--- config.mk ---
export PLATFORM = sky130hd
export DESIGN_NAME = ff_stimulus_driver
export DESIGN_NICKNAME = d
export VERILOG_FILES = /design/src/rtl/ff_stimulus_driver.sv
export SDC_FILE = /design/constraint.sdc
export NUM_CORES = 1
export LEC_CHECK = 0
export ABC_AREA = 1
export BUFFER_PORTS_ARGS = -buffer_cell sky130_fd_sc_hd__buf_2
export CAP_MARGIN = 20
export CORE_ASPECT_RATIO = 0.7
export CORE_MARGIN = 3
export CORE_UTILIZATION = 55
export CTS_BUF_LIST = sky130_fd_sc_hd__clkbuf_2 sky130_fd_sc_hd__clkbuf_4 sky130_fd_sc_hd__clkbuf_8
export CTS_CLUSTER_SIZE = 8
export DETAILED_ROUTE_END_ITERATION = 8
export PLACE_DENSITY = 0.8
export SYNTH_ARGS = -nofsm -noshare
export SYNTH_HDL_FRONTEND = slang
export SYNTH_SLANG_ARGS = --single-unit
export TNS_END_PERCENT = 10
--- constraint.sdc ---
create_clock -name CK -period 3.89 [get_ports CK]
set_input_delay 0.1945 -clock CK [delete_from_list [all_inputs] [get_ports CK]]
set_output_delay 0.1945 -clock CK [all_outputs]
set_load 0.01 [all_outputs]
--- src/rtl/ff_stimulus_driver.sv ---
// Stimulus generator and response checker for one flip-flop under test:
// drives LFSR data with periodic reset injection and scores Q against a one-cycle prediction.
module ff_stimulus_driver #(
  parameter int         NUM_VECTORS    = 64,
  parameter int         RESET_CYCLES   = 2,
  parameter int         RESET_INTERVAL = 16,
  parameter logic [7:0] LFSR_SEED      = 8'hA5,
  parameter int         ERR_CNT_WIDTH  = 8
) (
  input  logic                     CK,
  input  logic                     R,
  input  logic                     start,
  input  logic                     use_seed,
  input  logic [7:0]               seed_i,
  output logic                     dut_D,
  output logic                     dut_R,
  input  logic                     dut_Q,
  output logic                     busy,
  output logic                     done,
  output logic                     pass,
  output logic [ERR_CNT_WIDTH-1:0] err_count,
  output logic                     first_err_vld,
  output logic [15:0]              first_err_idx
);

  localparam logic [31:0] RC_LAST   = 32'(RESET_CYCLES - 1);
  localparam logic [31:0] NV_LAST   = 32'(NUM_VECTORS - 1);
  localparam bit          INJ_EN    = (RESET_INTERVAL > 0);
  localparam logic [31:0] INJ_LAST  = INJ_EN ? 32'(RESET_INTERVAL - 1) : 32'd0;
  localparam logic [15:0] IDX_INIT  = 16'hFFFF;

  typedef enum logic [2:0] {
    S_IDLE,
    S_INIT_RST,
    S_RUN,
    S_DRAIN,
    S_DONE
  } state_t;

  function automatic logic [7:0] lfsr_step(input logic [7:0] s);
    return {s[0] ^ s[2] ^ s[3] ^ s[4], s[7:1]};
  endfunction

  // An all-zero state would lock the LFSR.
  function automatic logic [7:0] seed_fix(input logic [7:0] s);
    return (s == 8'h00) ? 8'h01 : s;
  endfunction

  function automatic logic [ERR_CNT_WIDTH-1:0] sat_inc(input logic [ERR_CNT_WIDTH-1:0] v);
    return (&v) ? v : v + ERR_CNT_WIDTH'(1);
  endfunction

  state_t      state, state_nxt;
  logic [31:0] cnt, cnt_nxt;
  logic [31:0] inj_cnt, inj_nxt;
  logic [7:0]  lfsr, lfsr_nxt;
  logic        r_nxt, d_nxt, vld_nxt, fin_nxt, accept, inj_now;
  logic [15:0] idx_nxt;

  logic        vld_p1, fin_p1;
  logic [15:0] idx_p1;
  logic        vld_p2, exp_p2;
  logic [15:0] idx_p2;
  logic        mismatch_p2;

  assign inj_now = INJ_EN && (inj_cnt == INJ_LAST);

  // Stage p0: sequencing and next drive values
  always_comb begin
    state_nxt = state;
    cnt_nxt   = cnt;
    inj_nxt   = inj_cnt;
    lfsr_nxt  = lfsr;
    r_nxt     = 1'b1;
    d_nxt     = 1'b0;
    vld_nxt   = 1'b0;
    idx_nxt   = IDX_INIT;
    fin_nxt   = 1'b0;
    accept    = 1'b0;
    case (state)
      S_IDLE: accept = start;
      S_INIT_RST: begin
        if (cnt == RC_LAST) begin
          vld_nxt   = 1'b1;
          state_nxt = S_RUN;
          cnt_nxt   = '0;
          inj_nxt   = '0;
        end else begin
          cnt_nxt = cnt + 32'd1;
        end
      end
      S_RUN: begin
        vld_nxt = 1'b1;
        idx_nxt = cnt[15:0];
        if (inj_now) begin
          inj_nxt = '0;
        end else begin
          r_nxt    = 1'b0;
          d_nxt    = lfsr[0];
          lfsr_nxt = lfsr_step(lfsr);
          inj_nxt  = inj_cnt + 32'd1;
        end
        if (cnt == NV_LAST) state_nxt = S_DRAIN;
        else                cnt_nxt   = cnt + 32'd1;
      end
      S_DRAIN: begin
        fin_nxt   = 1'b1;
        state_nxt = S_DONE;
      end
      // Wait for the final check to land before a restart can clear results.
      S_DONE:  accept = start && done;
      default: state_nxt = S_IDLE;
    endcase
    if (accept) begin
      state_nxt = S_INIT_RST;
      cnt_nxt   = '0;
      lfsr_nxt  = seed_fix(use_seed ? seed_i : LFSR_SEED);
    end
  end

  assign mismatch_p2 = vld_p2 && (dut_Q !== exp_p2);
  assign pass        = done && (err_count == '0);

  always_ff @(posedge CK) begin
    if (R) begin
      state         <= S_IDLE;
      cnt           <= '0;
      inj_cnt       <= '0;
      lfsr          <= seed_fix(LFSR_SEED);
      dut_R         <= 1'b1;
      dut_D         <= 1'b0;
      vld_p1        <= 1'b0;
      fin_p1        <= 1'b0;
      vld_p2        <= 1'b0;
      busy          <= 1'b0;
      done          <= 1'b0;
      err_count     <= '0;
      first_err_vld <= 1'b0;
      first_err_idx <= '0;
    end else begin
      state   <= state_nxt;
      cnt     <= cnt_nxt;
      inj_cnt <= inj_nxt;
      lfsr    <= lfsr_nxt;
      // Stage p1: drive registers toward the FF under test
      dut_R   <= r_nxt;
      dut_D   <= d_nxt;
      vld_p1  <= vld_nxt;
      fin_p1  <= fin_nxt;
      // Stage p2: prediction captured alongside the DUT sampling edge
      vld_p2  <= vld_p1;
      if (accept) begin
        busy          <= 1'b1;
        done          <= 1'b0;
        err_count     <= '0;
        first_err_vld <= 1'b0;
        first_err_idx <= '0;
      end else begin
        if (fin_p1) begin
          busy <= 1'b0;
          done <= 1'b1;
        end
        if (mismatch_p2) begin
          err_count <= sat_inc(err_count);
          if (!first_err_vld) begin
            first_err_vld <= 1'b1;
            first_err_idx <= idx_p2;
          end
        end
      end
    end
  end

  always_ff @(posedge CK) begin
    idx_p1 <= idx_nxt;
    exp_p2 <= dut_R ? 1'b0 : dut_D;
    idx_p2 <= idx_p1;
  end

endmodule

==> results of run 1 <==
[metrics by stage]
stage | std cells | utilization (%) | power, uW
after floorplan | 1089 | - | 1624
after global placement | 1261 | 58.82 | 1655
final | 1294 | 62.30 | 2825
after CTS | 1294 | 62.30 | 2845
after global routing | 1294 | 62.30 | 2941
after detailed placement | 1262 | 58.94 | 1656
[power groups by stage]
stage	clock network (uW)	registers, uW	logic [uW]
final	1200	1460	162
after detailed placement	0	1500	159
after floorplan	0	1500	128
after global placement	0	1500	158
after global routing	1290	1470	181
after CTS	1220	1460	160
[synthesized netlist by cell type]
| cell | n |
|---|---|
| sky130_fd_sc_hd__a21oi_2 | 1 |
| sky130_fd_sc_hd__nand3_1 | 153 |
| sky130_fd_sc_hd__ha_1 | 5 |
| sky130_fd_sc_hd__buf_6 | 3 |
| sky130_fd_sc_hd__xnor2_1 | 7 |
| sky130_fd_sc_hd__inv_1 | 89 |
| sky130_fd_sc_hd__xor2_1 | 21 |
| sky130_fd_sc_hd__nand3b_1 | 8 |
| sky130_fd_sc_hd__clkbuf_1 | 14 |
| sky130_fd_sc_hd__nor2_2 | 2 |
| sky130_fd_sc_hd__nor2_4 | 1 |
| sky130_fd_sc_hd__buf_2 | 14 |
| sky130_fd_sc_hd__a21oi_1 | 94 |
| sky130_fd_sc_hd__o21ai_2 | 1 |
| sky130_fd_sc_hd__nor4_1 | 2 |
| sky130_fd_sc_hd__a21o_1 | 4 |
| sky130_fd_sc_hd__nand3_2 | 2 |
| sky130_fd_sc_hd__nand2_1 | 311 |
| sky130_fd_sc_hd__nor2_1 | 147 |
| sky130_fd_sc_hd__dfxtp_1 | 140 |
| sky130_fd_sc_hd__a31oi_1 | 3 |
| sky130_fd_sc_hd__nor3_1 | 14 |
| sky130_fd_sc_hd__nand2_4 | 2 |
| sky130_fd_sc_hd__buf_1 | 3 |
| sky130_fd_sc_hd__nand2b_1 | 2 |
| sky130_fd_sc_hd__buf_8 | 3 |
| sky130_fd_sc_hd__o21ai_0 | 11 |
| sky130_fd_sc_hd__nand4_1 | 15 |
| sky130_fd_sc_hd__or2_2 | 12 |
| sky130_fd_sc_hd__inv_2 | 1 |
| sky130_fd_sc_hd__a22o_1 | 1 |
| sky130_fd_sc_hd__nand2_2 | 1 |
| sky130_fd_sc_hd__nor2_8 | 1 |
| sky130_fd_sc_hd__clkinv_1 | 1 |
[worst max-delay path, stage by stage, from the launching register on]
cell	delay, ns
sky130_fd_sc_hd__dfxtp_1	0.41
sky130_fd_sc_hd__inv_1	0.09
sky130_fd_sc_hd__a21oi_1	0.26
sky130_fd_sc_hd__nand2_1	0.46
sky130_fd_sc_hd__nand2_2	0.70
sky130_fd_sc_hd__buf_4	0.38
sky130_fd_sc_hd__a21oi_1	0.07
[final timing paths]
| kind | to |
|---|---|
| max | err_count[3] |
| min | lfsr[7] |
| max reg2reg | err_count[3] |
| min reg2reg | idx_p2[13] |
[cells by family (layout without fill, tap and decap cells)]
kind of cell               Yosys count  count (layout)  synth area share [%]
adders and majority gates            5               5                0.8729
DFF                                140             140                 39.11
buffers and inverters              128             171                 7.734
AOI/OAI and AO/OA                  115             115                 8.380
xor gates and xnor gates            28              28                 3.422
and+or+nand+nor                    673             673                 40.49
[registers in the layout (all words and copies together) (netlist names)]
name,count
busy,1
cnt,32
done,1
dut_D,1
dut_R,1
err_count,8
exp_p2,1
fin_p1,1
first_err_idx,16
first_err_vld,1
idx_p1,16
idx_p2,16
inj_cnt,32
lfsr,8
state,3
vld_p1,1
vld_p2,1
[final cells by class]
| class | count | area, sq um | area share, % |
|---|---|---|---|
| flip-flops and latches | 140 | 2803 | 35.73 |
| repair buffers | 48 | 262.8 | 3.349 |
| inverters | 91 | 341.6 | 4.354 |
| clock inverters | 15 | 188.9 | 2.408 |
| multi-input cells | 821 | 3812 | 48.60 |
| clock buffers | 17 | 234.0 | 2.982 |
| well taps | 162 | 202.7 | 2.584 |
[metal layers]
layer	part of all wire (%)	up-vias
met1	49	3154
li1	-	3587
met4	1.1	0
met3	10	23
met5	0	-
met2	39	317
==> run summary, run 1 <==
outcome = completed
Worst R2R Start = done
number of cells on the worst reg-to-reg path = 6
Tot GR Track Use = 25.22%
setup total negative slack = 0 ns
met3 track demand over resource = 6.277%
worst hold slack = 0.05861 ns
vias per cell = 5.472
remaining global-route overflow = 0
antenna violations before repair = 0
worst rel slew slack = 43.51%
beginning of the worst hold path = R
synthesis-stage register bit count = 140
reported leakage power = 0.003009 uW
number of pins with negative max-slew slack in the final report = 0
commonest non-fill, non-tap cells in the layout = sky130_fd_sc_hd__nand2_1 (310), sky130_fd_sc_hd__nand3_1 (153), sky130_fd_sc_hd__nor2_1 (147)
post-CTS clock slew at the launch and capture registers of the worst setup and hold paths = 0.09 ns
number of failing hold endpoints at the final stage = 0
Root Driver = sky130_fd_sc_hd__clkbuf_8
Post-Place Worst Slack = 1.438 ns
Die Outline Area = 14460 sq um
most heavily used metal layer in global routing = met1
number of warnings printed during yosys synthesis = 0
number of H-tree levels = 4
sequential share of power = 51.8%
start point of the critical path = done
share of the synthesized area in the top cell type = 39.11%
Worst Path Required = 4.22 ns
setup repair after global routing missed its margin = false
unique cell type count in the Yosys netlist = 34
number of clock buffers inserted by TritonCTS = 17
count of routing violations after the opening detailed-route iteration = 714
Post-Syn Nets = 1107
maximum number of pins on one net before global-route repair = 46
Worst EP arrival = 2.86 ns
number of global-route vias before repair = 5956
count of final setup violators = 0
most common cell after layout, fill and taps aside = sky130_fd_sc_hd__nand2_1
number of filler instances in the final layout = 1145
number of hold-repair buffers added at the cts stage = 0
Final Routed Wirelength = 18040 um
Synth Area per Inst = 6.581 sq um
global placement routability congestion = 0.9656
Crit Path Category = reg2reg
Worst Skew = 0.01528 ns
cell type with the highest aggregate area in the netlist = sky130_fd_sc_hd__dfxtp_1
Detailed Place HPWL = 12910 um
met1 GRT Util = 40.51%
post-CTS setup-driven buffer insertion count = 0
design internal power = 1994 uW
crit path setup slack, layout = 1.369 ns
Reg2Reg Setup Slack = 1.37 ns
cell area after technology mapping = 7167 sq um
diode insertion count for antenna repair = 0
Remaining DRCs = 0
final clock period utilization by the worst path = 64.81%
count of nets left with antenna violations after detail routing = 0
portion of total power attributed to combinational logic = 5.7%
Hold Path Class = in2reg
FP Rows = 34
Max Clock Freq = 396.7 MHz
area of all placed cells without fillers = 7845 sq um
chip width = 142.4 um
sw frac = 29.43%
Routed wire per std cell = 13.94 um
reported net switching power = 831.3 uW
Area contributors post-synth = sky130_fd_sc_hd__dfxtp_1 (39%), sky130_fd_sc_hd__nand2_1 (16%), sky130_fd_sc_hd__nand3_1 (11%)
clock insertion delay at the later pin of the skew report = 0.46 ns
Peak supply drop = 218.2 uV
vertical extent of the die = 101.5 um
CP Launch Type = flip-flop
DP Area = 7422 sq um
buffers added on ports = 42
fraction of final layout cells sized beyond drive strength 1 = 9.276%
post-cts gate resize count = 0
power density over the cells = 360.1 nW/um^2
Critical Path Sink Type = flip-flop
clock period minus final worst setup slack = 2.521 ns
NumNets Final = 1137
cell count after synthesis = 1089
total via count in the routed design = 7081
Layout Area Growth over Synthesis = 9.462%
ports placed on the boundary = 43
maximum fanout encountered on the critical timing path = 35
clock network fraction of total power = 42.4%
core outline area = 12590 sq um
slew at the pin with the worst max-slew slack = 0.8462 ns
routing usage on met2 = 32.73%
TritonCTS sink count = 140
initial standard-cell utilization of the core = 56.92%
number of instances on the worst hold path = 3
clock tree from TritonCTS = done
worst-case clock buffer depth = 2
number of detailed-route iterations in the first pass = 5
wire length of the first global-routing pass = 29560 um
sequential element share of the synthesized area = 39.11%
number of max-cap violations = 0
No activity file was read; power rests on OpenSTA's default activity.
==> inputs of run 2 (changes only) <==
Settings changed: ABC_AREA 1 to 0, PLACE_DENSITY 0.8 to 0.81.
Clock period 3.89 ns to 2.6 ns, I/O delays scaled along.
==> run 2 against run 1 <==
Effect of this change:
- first-iteration DRC count decreased by 38%
- sequential power increased by 50%
- global-route usage decreased by 2.1 points
- final area is 13% lower
- hold slack lost 0.029 ns
- core utilization increased by 2.9 points
- critical endpoint is now cnt[25]
- largest cell class unchanged
==> run summary, run 2 <==
outcome = completed
number of filler instances in the final layout = 850 (-26%)
Worst R2R Start = cnt[0]
share of synthesized registers carrying an async set or reset = 0% (unchanged)
final clock period utilization by the worst path = 91.03% (+26 points)
CP Cell Sequence = ha_1 > and4_1 > nand4_1 > o21ai_4 > and2_4 > nor3_1 > o31a_1
post-CTS clock slew at the launch and capture registers of the worst setup and hold paths = 0.09 ns (about the same)
Layout Area Growth over Synthesis = 13.51%
CP Launch Type = flip-flop
reported leakage power = 0.002485 uW (-17%)
number of warnings printed during yosys synthesis = 0 (unchanged)
number of flops mapped to enable cells by yosys = 0 (unchanged)
Reg2Reg Setup Slack = 0.23 ns (-1.14 ns)
Die Outline Area = 12290 sq um (-15%)
Detailed Place HPWL = 9503 um (-26%)
post-synthesis share of cell area spent on and, or, nand and nor gates = 28.30% (-12 points)
core outline area = 10510 sq um (-17%)
number of cells on the worst reg-to-reg path = 7 (+1)
sequential element share of the synthesized area = 46.41% (+7.3 points)
vias per cell = 5.827 (+6.5%)
number of max-cap violations = 0 (unchanged)
most heavily used metal layer in global routing = met2
cell count after synthesis = 663 (-39%)
number of failing hold endpoints at the final stage = 0 (unchanged)
Hold EP = lfsr[6]
wire length of the first global-routing pass = 23290 um (-21%)
vertical extent of the die = 93.68 um (-7.7%)
Crit Path Category = reg2reg
Root Driver = sky130_fd_sc_hd__clkbuf_8
Remaining DRCs = 0 (unchanged)
adder and majority cell fraction of the synthesized area = 1.036% (+0.16 points)
largest registers = cnt (32), inj_cnt (32)
number of global-route vias before repair = 4711 (-21%)
synthesis-stage register bit count = 140 (unchanged)
initial standard-cell utilization of the core = 57.46% (+0.54 points)
most common cell after layout, fill and taps aside = sky130_fd_sc_hd__dfxtp_1
Max Clock Freq = 422.5 MHz (+6.5%)
setup repair after global routing missed its margin = false
Placed Instances = 835 (-34%)
TritonCTS sink count = 140 (unchanged)
most common cell in the netlist = sky130_fd_sc_hd__dfxtp_1
commonest cells in the netlist = sky130_fd_sc_hd__dfxtp_1 (140), sky130_fd_sc_hd__nor2_1 (83), sky130_fd_sc_hd__nand2_1 (48)
worst-case clock buffer depth = 2 (unchanged)
Area contributors post-synth = sky130_fd_sc_hd__dfxtp_1 (46%), sky130_fd_sc_hd__nor2_1 (5.2%), sky130_fd_sc_hd__mux2i_1 (3.6%)
Routed wire per std cell = 15.64 um (+12%)
commonest non-fill, non-tap cells in the layout = sky130_fd_sc_hd__dfxtp_1 (140), sky130_fd_sc_hd__nor2_1 (83), sky130_fd_sc_hd__nand2_1 (48)
NumNets Final = 729 (-36%)
chip width = 131.3 um (-7.9%)
count of nets left with antenna violations after detail routing = 0 (unchanged)
worst flop-to-flop path endpoint = cnt[25]
count of routing violations after the opening detailed-route iteration = 442 (-38%)
Peak supply drop = 327.0 uV (+50%)
number of standard cells in the final layout excluding fillers = 872 (-33%)
number of instances on the worst hold path = 3 (unchanged)
number of clock buffers inserted by TritonCTS = 17 (unchanged)
power density over the cells = 623.5 nW/um^2 (+73%)
maximum number of pins on one net before global-route repair = 46 (unchanged)
final core utilization = 65.22% (+2.9 points)
fraction of final layout cells sized beyond drive strength 1 = 16.16% (+6.9 points)
unique cell type count in the Yosys netlist = 68 (+100%)
number of pins with negative max-slew slack in the final report = 0 (unchanged)
routing usage on met2 = 35.22% (+2.5 points)
Post-Syn Nets = 681 (-38%)
number of H-tree levels = 4 (unchanged)
combinational family with the most area after synthesis = simple AND/OR/NAND/NOR gates
Tot GR Track Use = 23.13% (-2.1 points)
FP Rows = 31 (-8.8%)
met3 track demand over resource = 4.764% (-1.5 points)
ys flop type = sky130_fd_sc_hd__dfxtp_1
diode insertion count for antenna repair = 0 (unchanged)
share of the synthesized area in the top cell type = 46.41% (+7.3 points)
setup total negative slack = 0 ns (unchanged)
ports placed on the boundary = 43 (unchanged)
mux contribution to synthesized area = 3.646% (+3.6 points)
remaining global-route overflow = 0 (unchanged)
Critical Path Sink Type = flip-flop
number of detailed-route iterations in the first pass = 5 (unchanged)
Synth Area per Inst = 9.109 sq um (+38%)
beginning of the worst hold path = seed_i[6]
buffers added on ports = 42 (unchanged)
post-cts gate resize count = 0 (unchanged)
antenna violations before repair = 0 (unchanged)
slew at the pin with the worst max-slew slack = 0.5201 ns (-0.3260 ns)
clock insertion delay at the later pin of the skew report = 0.44 ns (-0.02 ns)
met1 GRT Util = 32.83% (-7.7 points)
cell type with the highest aggregate area in the netlist = sky130_fd_sc_hd__dfxtp_1
post-CTS setup-driven buffer insertion count = 0 (unchanged)
Hold Path Class = in2reg
synthesized-area fraction occupied by xor and xnor cells = 5.946% (+2.5 points)
Worst Skew = 0.01361 ns (-0.001677 ns)
total via count in the routed design = 5081 (-28%)
count of final setup violators = 0 (unchanged)
clock tree from TritonCTS = done
Worst EP arrival = 2.70 ns (-0.16 ns)
maximum fanout encountered on the critical timing path = 16 (-54%)
Final Routed Wirelength = 13640 um (-24%)
global placement routability congestion = 0.8848 (-8.4%)
cell area after technology mapping = 6040 sq um (-16%)
delay of the slowest cell on the worst path = 0.43 ns (-0.27 ns)
clock period minus final worst setup slack = 2.367 ns (-0.1542 ns)
Worst Path Required = 2.94 ns (-1.28 ns)
slowest cell on the critical path = sky130_fd_sc_hd__dfxtp_1
compound-cell area share of the yosys netlist = 11.02% (+2.6 points)
worst rel slew slack = 65.33% (+22 points)
==> run 2: worst max path at each step <==
stage | start | end | slack (ns)
after floorplan | inj_cnt[0] | inj_cnt[20] | 0.62
after global placement | cnt[0] | cnt[25] | 0.39
after detailed placement | cnt[19] | inj_cnt[29] | 0.29
after CTS | cnt[19] | inj_cnt[29] | 0.26
after global routing | cnt[0] | cnt[25] | 0.06
final | cnt[0] | cnt[25] | 0.23
==> run 2: kinds of logic after synthesis <==
logic type,count (synthesis)
fa+ha+maj,5
flops,140
xor+xnor,41
compound gates,104
buf+inv,45
mux,22
simple gates,306
==> run 2: final cells by class <==
cell class | count | area (sq um) | area share [%]
Multi-Input combinational cell | 478 | 3023 | 44.10
Sequential cell | 140 | 2803 | 40.88
Timing Repair Buffer | 62 | 372.9 | 5.439
Clock buffer | 17 | 234.0 | 3.413
Clock inverter | 15 | 192.7 | 2.811
Tap cell | 148 | 185.2 | 2.701
Inverter | 12 | 45.04 | 0.6571
==> run 2: routing by layer <==
metal / wire, um / vias up
li1: - / 2452
met1: 6403 / 2418
met2: 6111 / 195
met3: 984 / 16
met4: 138 / 0
met5: 0 / -
==> run 2: what timing repair did <==
action / CTS / global route
endpoints found under the setup margin: 0 / 0
hold endpoints to repair: 5 / 0
hold buffers: 5 / 0
==> run 2: critical path: cells and delay by family (launching register included) <==
kind                       cells  cell delay [ns]
AOI/OAI and AO/OA              2             0.71
adders and majority gates      1             0.21
DFF                            1             0.43
and+or+nand+nor                4             0.92
==> run 2: stage by stage <==
stage | setup slack [ns] | total power, uW | hold slack [ns] | area (sq um)
floorplan | 0.6181 | 2385 | 0.2386 | 6040
global placement | 0.3877 | 2446 | 0.3118 | 6379
detailed placement | 0.2869 | 2455 | 0.3121 | 6379
CTS | 0.2630 | 4307 | 0.0002307 | 6855
global route | 0.06399 | 4431 | 0.01555 | 6855
finish | 0.2332 | 4275 | 0.02953 | 6855
==> run 2: where the power goes <==
group | internal (uW) | total, uW | switching [uW]
Clock | 908 | 1860 | 952
Combinational | 78.1 | 224 | 146
Sequential | 2170 | 2190 | 19.3
